===== config.mk =====
export PLATFORM = sky130hd
export DESIGN_NAME = pipe_hazard_ctrl
export DESIGN_NICKNAME = d
export VERILOG_FILES = /design/src/rtl/pipe_hazard_ctrl.sv
export SDC_FILE = /design/constraint.sdc
export NUM_CORES = 1
export LEC_CHECK = 0
export CORE_AREA = 2 2 59 61
export CTS_CLUSTER_DIAMETER = 200
export DETAILED_ROUTE_END_ITERATION = 8
export DIE_AREA = 0 0 61 63
export PLACE_DENSITY = 0.87
export SETUP_SLACK_MARGIN = 0.05
export SYNTH_ARGS = -nofsm -noshare
export SYNTH_HDL_FRONTEND = slang
export SYNTH_SLANG_ARGS = --single-unit

===== constraint.sdc =====
create_clock -name clk -period 2.55 [get_ports clk]
set_clock_uncertainty 0.05 [all_clocks]
set_input_delay 0.6375 -clock clk [delete_from_list [all_inputs] [get_ports clk]]
set_output_delay 0.6375 -clock clk [all_outputs]
set_load 0.005 [all_outputs]

===== src/rtl/pipe_hazard_ctrl.sv =====
`default_nettype none
// ============================================================================
// Module   : pipe_hazard_ctrl
// Brief    : Load-use stall, EX forwarding select and branch squash control for
//            a 5-stage MIPS pipeline. Optional counters via HAZ_PERF_EN.
// Revision : 1.0  initial release
// ============================================================================
module pipe_hazard_ctrl #(
   parameter int AW       = 5,
   parameter int LOAD_LAT = 1,
   parameter int ZERO_REG = 1
) (
   input  logic          clk,
   input  logic          rst,
   input  logic          id_valid,
   input  logic [AW-1:0] id_rs,
   input  logic [AW-1:0] id_rt,
   input  logic          id_uses_rs,
   input  logic          id_uses_rt,
   input  logic [AW-1:0] id_rd,
   input  logic          id_regwrite,
   input  logic          id_memread,
   input  logic          mem_pcsrc,
   output logic          pc_write,
   output logic          if_id_write,
   output logic          id_ex_bubble,
   output logic          if_id_flush,
   output logic          id_ex_flush,
   output logic          ex_mem_flush,
   output logic [1:0]    fwd_a,
   output logic [1:0]    fwd_b,
   output logic          ex_valid,
   output logic          mem_valid,
`ifdef HAZ_PERF_EN
   output logic [31:0]   stall_cnt,
   output logic [31:0]   flush_cnt,
`endif
   output logic          wb_valid
);

   localparam logic c_zero_en = (ZERO_REG != 0);

   // EX record
   logic          r_ex_valid;
   logic [AW-1:0] r_ex_rs;
   logic [AW-1:0] r_ex_rt;
   logic          r_ex_uses_rs;
   logic          r_ex_uses_rt;
   logic [AW-1:0] r_ex_rd;
   logic          r_ex_regwrite;
   logic          r_ex_memread;
   // MEM record
   logic          r_mem_valid;
   logic [AW-1:0] r_mem_rd;
   logic          r_mem_regwrite;
   logic          r_mem_memread;
   // WB record (the load flag is never consulted past MEM)
   logic          r_wb_valid;
   logic [AW-1:0] r_wb_rd;
   logic          r_wb_regwrite;

   logic w_ex_load_a;
   logic w_ex_load_b;
   logic w_mem_load_a;
   logic w_mem_load_b;
   logic w_haz_a;
   logic w_haz_b;
   logic w_load_hazard;
   logic w_stall;
   logic w_flush;
   logic w_ex_take;

   function automatic logic f_match(
      input logic          valid,
      input logic          regwrite,
      input logic [AW-1:0] rd,
      input logic [AW-1:0] r
   );
      f_match = valid & regwrite & (rd == r) & ~(c_zero_en & (r == '0));
   endfunction

   assign w_ex_load_a = f_match(r_ex_valid, r_ex_regwrite, r_ex_rd, id_rs) & r_ex_memread;
   assign w_ex_load_b = f_match(r_ex_valid, r_ex_regwrite, r_ex_rd, id_rt) & r_ex_memread;

   // A two-stage load-use distance also blocks on a load sitting in MEM
   generate
      if (LOAD_LAT == 2) begin : g_lat2
         assign w_mem_load_a = f_match(r_mem_valid, r_mem_regwrite, r_mem_rd, id_rs) & r_mem_memread;
         assign w_mem_load_b = f_match(r_mem_valid, r_mem_regwrite, r_mem_rd, id_rt) & r_mem_memread;
      end else begin : g_lat1
         assign w_mem_load_a = 1'b0;
         assign w_mem_load_b = 1'b0;
      end
   endgenerate

   assign w_haz_a       = id_uses_rs & (w_ex_load_a | w_mem_load_a);
   assign w_haz_b       = id_uses_rt & (w_ex_load_b | w_mem_load_b);
   assign w_load_hazard = id_valid & (w_haz_a | w_haz_b);
   assign w_stall       = w_load_hazard & ~mem_pcsrc & ~rst;
   assign w_flush       = mem_pcsrc & ~rst;
   assign w_ex_take     = id_valid & ~w_stall & ~mem_pcsrc;

   assign pc_write     = ~w_stall;
   assign if_id_write  = ~w_stall;
   assign id_ex_bubble = w_stall;
   assign if_id_flush  = w_flush;
   assign id_ex_flush  = w_flush;
   assign ex_mem_flush = w_flush;
   assign ex_valid     = r_ex_valid;
   assign mem_valid    = r_mem_valid;
   assign wb_valid     = r_wb_valid;

   always_ff @(posedge clk) begin
      if (rst) begin
         r_ex_valid     <= 1'b0;
         r_ex_rs        <= '0;
         r_ex_rt        <= '0;
         r_ex_uses_rs   <= 1'b0;
         r_ex_uses_rt   <= 1'b0;
         r_ex_rd        <= '0;
         r_ex_regwrite  <= 1'b0;
         r_ex_memread   <= 1'b0;
         r_mem_valid    <= 1'b0;
         r_mem_rd       <= '0;
         r_mem_regwrite <= 1'b0;
         r_mem_memread  <= 1'b0;
         r_wb_valid     <= 1'b0;
         r_wb_rd        <= '0;
         r_wb_regwrite  <= 1'b0;
      end else begin
         // Bubbles and squashed slots carry all-zero fields
         if (w_ex_take) begin
            r_ex_valid    <= 1'b1;
            r_ex_rs       <= id_rs;
            r_ex_rt       <= id_rt;
            r_ex_uses_rs  <= id_uses_rs;
            r_ex_uses_rt  <= id_uses_rt;
            r_ex_rd       <= id_rd;
            r_ex_regwrite <= id_regwrite;
            r_ex_memread  <= id_memread;
         end else begin
            r_ex_valid    <= 1'b0;
            r_ex_rs       <= '0;
            r_ex_rt       <= '0;
            r_ex_uses_rs  <= 1'b0;
            r_ex_uses_rt  <= 1'b0;
            r_ex_rd       <= '0;
            r_ex_regwrite <= 1'b0;
            r_ex_memread  <= 1'b0;
         end

         if (mem_pcsrc) begin
            r_mem_valid    <= 1'b0;
            r_mem_rd       <= '0;
            r_mem_regwrite <= 1'b0;
            r_mem_memread  <= 1'b0;
         end else begin
            r_mem_valid    <= r_ex_valid;
            r_mem_rd       <= r_ex_rd;
            r_mem_regwrite <= r_ex_regwrite;
            r_mem_memread  <= r_ex_memread;
         end

         // The branch itself retires into WB even when it squashes the rest
         r_wb_valid    <= r_mem_valid;
         r_wb_rd       <= r_mem_rd;
         r_wb_regwrite <= r_mem_regwrite;
      end
   end

   always_comb begin
      fwd_a = 2'b00;
      fwd_b = 2'b00;
      if (!rst) begin
         if (f_match(r_mem_valid, r_mem_regwrite, r_mem_rd, r_ex_rs) && !r_mem_memread && r_ex_uses_rs)
            fwd_a = 2'b10;
         else if (f_match(r_wb_valid, r_wb_regwrite, r_wb_rd, r_ex_rs))
            fwd_a = 2'b01;

         if (f_match(r_mem_valid, r_mem_regwrite, r_mem_rd, r_ex_rt) && !r_mem_memread && r_ex_uses_rt)
            fwd_b = 2'b10;
         else if (f_match(r_wb_valid, r_wb_regwrite, r_wb_rd, r_ex_rt))
            fwd_b = 2'b01;
      end
   end

`ifdef HAZ_PERF_EN
   logic [31:0] r_stall_cnt;
   logic [31:0] r_flush_cnt;

   always_ff @(posedge clk) begin
      if (rst) begin
         r_stall_cnt <= '0;
         r_flush_cnt <= '0;
      end else begin
         if (w_stall && (r_stall_cnt != 32'hFFFF_FFFF))
            r_stall_cnt <= r_stall_cnt + 32'd1;
         if (w_flush && (r_flush_cnt != 32'hFFFF_FFFF))
            r_flush_cnt <= r_flush_cnt + 32'd1;
      end
   end

   assign stall_cnt = r_stall_cnt;
   assign flush_cnt = r_flush_cnt;
`endif

endmodule
`default_nettype wire

==> results of run 1 <==
cell families (layout without fill, tap and decap cells):
logic type / count (synthesis) / after routing / synth area share
compound gates: 6 / 6 / 0.0401
simple gates: 85 / 85 / 0.292
buf+inv: 10 / 73 / 0.0360
flops: 35 / 35 / 0.468
xor+xnor: 28 / 28 / 0.164
how the worst max path moves through the flow:
stage,start,endpoint,slack [ps],depth (start not counted)
finish,r_ex_rt[1]$_SDFF_PP0_,fwd_b[0],40,5
global route,r_ex_rd[1]$_SDFF_PP0_,id_ex_bubble,-60,6
CTS,r_ex_rt[3]$_SDFF_PP0_,fwd_b[0],-20,8
detailed placement,id_rs[0],if_id_write,-630,6
global placement,id_rs[0],if_id_write,-600,6
floorplan,rst,pc_write,170,5
layer usage:
layer,global-route usage,vias up,share of wire
li1,-,673,-
met1,0.256,590,0.41
met2,0.340,43,0.52
met3,0.0704,6,0.054
met4,0.0734,0,0.016
met5,0,-,0
report_power, final:
part / switching, W / internal [W]
Combinational: 0.0000553 / 0.0000866
Sequential: 0.0000100 / 0.000557
Clock: 0.000193 / 0.000206
Total: 0.000258 / 0.000850
flip-flops by register name, summed over array words and instances (netlist names):
name            flops
ex_valid            1
r_ex_rt             5
r_ex_rd             5
r_wb_rd             5
r_mem_rd            5
r_ex_memread        1
r_mem_memread       1
mem_valid           1
r_ex_uses_rs        1
r_ex_regwrite       1
r_ex_rs             5
wb_valid            1
r_wb_regwrite       1
r_mem_regwrite      1
r_ex_uses_rt        1
per-stage QoR:
| stage | power, W | area [um^2] | utilization |
|---|---|---|---|
| after CTS | 0.00111 | 2220 | 0.686 |
| after detailed placement | 0.000698 | 2040 | 0.631 |
| after global routing | 0.00116 | 2280 | 0.704 |
| final | 0.00111 | 2280 | 0.704 |
| after floorplan | 0.000621 | 1500 | - |
| after global placement | 0.000695 | 2040 | 0.631 |
cell usage in the layout, fill, tap and decap left out, types with 2 or more instances in the layout:
cell type and instances:
buf_4 28, nand2_1 26, dfxtp_1 26, xnor2_1 19
nor3_1 19, clkdlybuf4s50_1 13, nor2b_1 9, buf_2 9
and2_1 8, dfxtp_2 8, xnor2_2 7, nand4_1 6
clkbuf_4 5, buf_6 5, dlygate4sd2_1 5, nor2_1 3
o41ai_2 2, a2111oi_4 2, or4_4 2, nor2_4 2
nor4_2 2, nor4_1 2, clkdlybuf4s15_1 2
layout make-up:
cell class / count / area, um^2
timing repair buffer: 65 / 534
clock inverter: 3 / 43.8
fill: 246 / 956
sequential: 35 / 714
multi-input combinational: 119 / 888
clock buffer: 5 / 37.5
tap: 46 / 57.6
repair_timing:
action / 4_1_cts / 5_1_grt
endpoints found under the setup margin: 10 / 9
buffers inserted: 8 / 1
pin swaps: 21 / 14
resized for setup: 81 / 22
==> out/qor.csv, run 1 <==
metric,value,unit
setup_tns,0,ps
vias,1312,
rsz0062_at_grt,true,
nets,249,
p_per_area,487,nW/um^2
outcome,finished clean,
core,3230,um^2
gp_congestion,0.832,
die_w,61,um
drive_above_1_share,0.366,
reg2reg_from,r_ex_rd[1]$_SDFF_PP0_,
ff2ff_path_depth,8,
relSlewSlack,0.811,
drt_iter0_drc,73,
synth_seq_cells,35,
critPathKind,reg2out,
wl_per_cell,12.6,um
start_kind,register,
ant_nets,0,
grt_overflow,0,
grt_pass1_wl,5860,um
fmax,398,MHz
grt_pass1_vias,1261,
avgSynthCellArea,9.12,um^2
synth_common_cells,"35 x dfxtp_1, 26 x nand2_1, 26 x xnor2_1, 19 x nor3_1, 10 x nor2b_1",
placed_cells,257,
worstHoldStart,r_mem_regwrite$_SDFF_PP0_,
io_pins,36,
min_period,2510,ps
drc,0,
stdcell_count,273,
synth.most_common_cell,dfxtp_1,
cts_tree,yes,
synth_cell_types,21,
yosysWarnings,0,
synth_area,1500,um^2
whs_endpoint,r_wb_regwrite$_SDFF_PP0_,
synth_flop_cell,dfxtp_1,
setup_viol,0,
grt_max_degree,21,
hpwl,2530,um
root_buffer,clkbuf_4,
clock_latency,340,ps
synth_top_cell_by_area,dfxtp_1,
die-area,3840,um^2
tightest_slew,283,ps
ys_async_sr_fraction,0,
path_buf_inv,1,
synth_fp_nets,187,
critPathTopFamily,simple AND/OR/NAND/NOR gates,
worstPathCellList,"or4_4, nor2_4, nor4_2, nor4_1, buf_2",
hold_depth,1,
slew_viol_final,0,
worstPathRequired,1860,ps
slowest_stage,or4_4,
hold_viol_final,0,
dp_slack,-626,ps
rows,21,
die_y,63,um
seq_area_frac_synth,0.468,
setup_slack,39.8,ps
finalWirelength,3450,um
cts_hold_buf,0,
synth_edf_count,0,
n_antenna_cell,0,
clk_pin_slew,110,ps
cp.arrival,1820,ps
synthToLayoutAreaGrowth,52.1,%
timing.reg2reg.setup_slack,790,ps
whs,418,ps
r2r-end,r_ex_rs[3]$_SDFF_PP0_,
slowest_delay,540,ps
cp_max_fo,2,
ir_drop,0.396,mV
initial_core_util,0.463,
clock_sinks,35,
synthTopCellsByArea,"dfxtp_1 47%, xnor2_1 15%, nand2_1 6.5%, nor3_1 6.4%, nor2b_1 4.2%",
dr.pass1.iters,4,
max_cap_viol_count,0,
post_drt_via_cell_ratio,4.81,
synthCells,164,
min_period_over_period,0.984,
synth_top_area_share,0.468,
hold_class,reg2reg,
antenna_found_initial,0,
grt.total_usage,0.211,
port_buffers,35,
crit_path_end_kind,output port,
cts_max_level,2,
clock_path_buffers,2,
cts_buffers,5,
p_leak,0.914,nW
Note: power is estimated with default switching activity, not from simulation.
==> run 2: changes to the inputs <==
--- a/config.mk
+++ b/config.mk
@@ -5,11 +5,11 @@
 export SDC_FILE = /design/constraint.sdc
 export NUM_CORES = 1
 export LEC_CHECK = 0
-export CORE_AREA = 2 2 59 61
+export CORE_AREA = 2 2 62 64
 export CTS_CLUSTER_DIAMETER = 200
 export DETAILED_ROUTE_END_ITERATION = 8
-export DIE_AREA = 0 0 61 63
-export PLACE_DENSITY = 0.87
+export DIE_AREA = 0 0 64 66
+export PLACE_DENSITY = 0.84
 export SETUP_SLACK_MARGIN = 0.05
 export SYNTH_ARGS = -nofsm -noshare
 export SYNTH_HDL_FRONTEND = slang
==> constraint.sdc (replaced) <==
create_clock -name clk -period 2.1 [get_ports clk]
set_clock_uncertainty 0.05 [all_clocks]
set_input_delay 0.525 -clock clk [delete_from_list [all_inputs] [get_ports clk]]
set_output_delay 0.525 -clock clk [all_outputs]
set_load 0.005 [all_outputs]
==> run 2 against run 1 <==
- the flow now finishes with violations (negative setup slack)
- worst setup slack got worse by 310 ps
- sequential cell count stayed put
- first-iteration DRC count shrank 44%
- sequential share of layout area is 0.23 points lower
- critical path depth is the same
- die area up 9.9%
- critical path type unchanged
- largest cell class unchanged
- largest power group unchanged
==> out/qor.csv, run 2 (synthesis results as in run 1) <==
metric,value,unit,change
grtUsageMet3,0.0528,,-0.0176
cp.arrival,1800,ps,-20 ps
gp_congestion,0.842,,+1.2%
drive_above_1_share,0.408,,+0.0421
start_kind,register,,
finalWirelength,3680,um,+6.7%
cts_max_level,2,,unchanged
setup_slack,-272,ps,-312 ps
failed_checks,negative setup slack,,
vias,1375,,+4.8%
grtUsageMet1,0.207,,-0.0488
cp_max_fo,2,,unchanged
clk_pin_slew,100,ps,about the same
p_leak,0.931,nW,+1.9%
wl_per_cell,13.1,um,+3.7%
crit_path_end_kind,output port,,
stdcell_count,281,,+2.9%
relSlewSlack,0.775,,-0.0358
grt_pass1_vias,1409,,+12%
critPathKind,reg2out,,
worstPathRequired,1520,ps,-340 ps
io_pins,36,,unchanged
hold_viol_final,0,,unchanged
placed_cells,266,,+3.5%
grt.total_usage,0.201,,-0.00994
ant_nets,0,,unchanged
synthToLayoutAreaGrowth,55.1,%,
path_depth,5,,unchanged
hpwl,2520,um,-0.36%
die_w,64,um,+4.9%
hold_depth,3,,+2
rsz0062_at_grt,true,,
slowest_stage,or4_4,,
met2_usage,0.378,,+0.0376
ff2ff_path_depth,6,,-2
slew_viol_final,0,,unchanged
final_cell_mix,"36 x buf_4, 26 x nand2_1, 23 x dfxtp_1, 21 x xnor2_1, 19 x nor3_1",,
dp_slack,-850,ps,-224 ps
p_per_area,550,nW/um^2,+13%
path_buf_inv,1,,unchanged
ir_drop,0.451,mV,+14%
post_drt_via_cell_ratio,4.89,,+1.8%
cts_buffers,5,,unchanged
max_cap_viol_count,0,,unchanged
clock_sinks,35,,unchanged
final_common_cell,buf_4,,
grt_max_degree,16,,-24%
die-area,4220,um^2,+9.9%
cts_tree,yes,,
nFillCells,279,,+13%
grt_pass1_wl,6410,um,+9.4%
rows,22,,+4.8%
initial_core_util,0.421,,-0.0416
grt_overflow,0,,unchanged
drc,0,,unchanged
tightest_slew,336,ps,+53.4 ps
hold_class,in2reg,,
die_y,66,um,+4.8%
top_usage_layer,met2,,
port_buffers,35,,unchanged
critPathTopFamily,simple AND/OR/NAND/NOR gates,,
worstPathCellList,"or4_4, nor2_4, nor4_2, nor4_1, buf_2",,
nets,255,,+2.4%
clock_path_buffers,2,,unchanged
dr.pass1.iters,4,,unchanged
n_antenna_cell,0,,unchanged
fmax,422,MHz,
outcome,"finished, violations left",,
clock_latency,340,ps,about the same
root_buffer,clkbuf_4,,
antenna_found_initial,0,,unchanged
setup_viol,7,,+7
postLayoutCoreUtil,0.654,,-0.0506
slowest_delay,540,ps,about the same
drt_iter0_drc,41,,-44%
min_period_over_period,1.13,,
min_period,2370,ps,
core,3550,um^2,+9.9%
run 2: cell types whose count changed in the layout (fill, tap and decap cells not counted), sizes merged:
cell / delta
clkbuf: +2
dlygate4sd2: +2
clkdlybuf4s15: -2
clkinv: -2
clkinvlp: +1
buf: +8
bufinv: -1
dlymetal6s2s: -1
clkdlybuf4s50: -1
run 2: repair_timing:
action	4_1_cts	5_1_grt
cloned	0	0
gates resized for setup	103	10
hold buffers	0	0
pin swaps	18	13
buffers inserted	8	1
endpoints found under the setup margin	10	7
run 2: power by group:
part / internal, W / total, W / switching [W]
registers: 0.000675 / 0.000686 / 0.0000111
clock network: 0.000196 / 0.000418 / 0.000222
logic: 0.0000995 / 0.000174 / 0.0000745
run 2: worst paths after layout:
path              slack, ps                      start                  endpoint
hold / removal          400                   id_rt[4]     r_ex_rt[4]$_SDFF_PP0_
hold reg to reg         440  r_mem_regwrite$_SDFF_PP0_  r_wb_regwrite$_SDFF_PP0_
setup reg to reg        370      r_ex_rd[1]$_SDFF_PP0_  r_ex_regwrite$_SDFF_PP0_
setup / recovery       -270      r_ex_rt[1]$_SDFF_PP0_                  fwd_b[0]
run 2: final cells by class:
class                   count  area, um^2  area share
multi-input cells         119         928       0.400
flip-flops and latches     35         723       0.312
repair buffers             71         537       0.231
clock buffers               7        65.1      0.0280
well taps                  48        60.1      0.0259
clock inverters             1        7.51     0.00323
run 2: metrics by stage:
stage | TNS [ps] | hold slack (ps) | instance area, um^2 | total power [W]
finish | -1370 | 397 | 2320 | 0.00128
global route | -1980 | 389 | 2320 | 0.00134
CTS | -1270 | 377 | 2300 | 0.00129
detailed placement | -6780 | 403 | 2100 | 0.000850
global placement | -5980 | 396 | 2100 | 0.000846
floorplan | 0 | 379 | 1500 | 0.000755
run 2: worst reg2reg max path: stages (launching register included):
cell and delay, ps:
dfxtp_2 400, xnor2_2 120, nand4_1 180, a2111oi_4 430, buf_4 180, buf_4 180, nor3_1 90
run 2: layer usage:
metal  wire length (um)  up-vias
met1               1410      637
met5                  0        -
met3                208        9
met2               1980       48
met4                 89        0
li1                   -      681
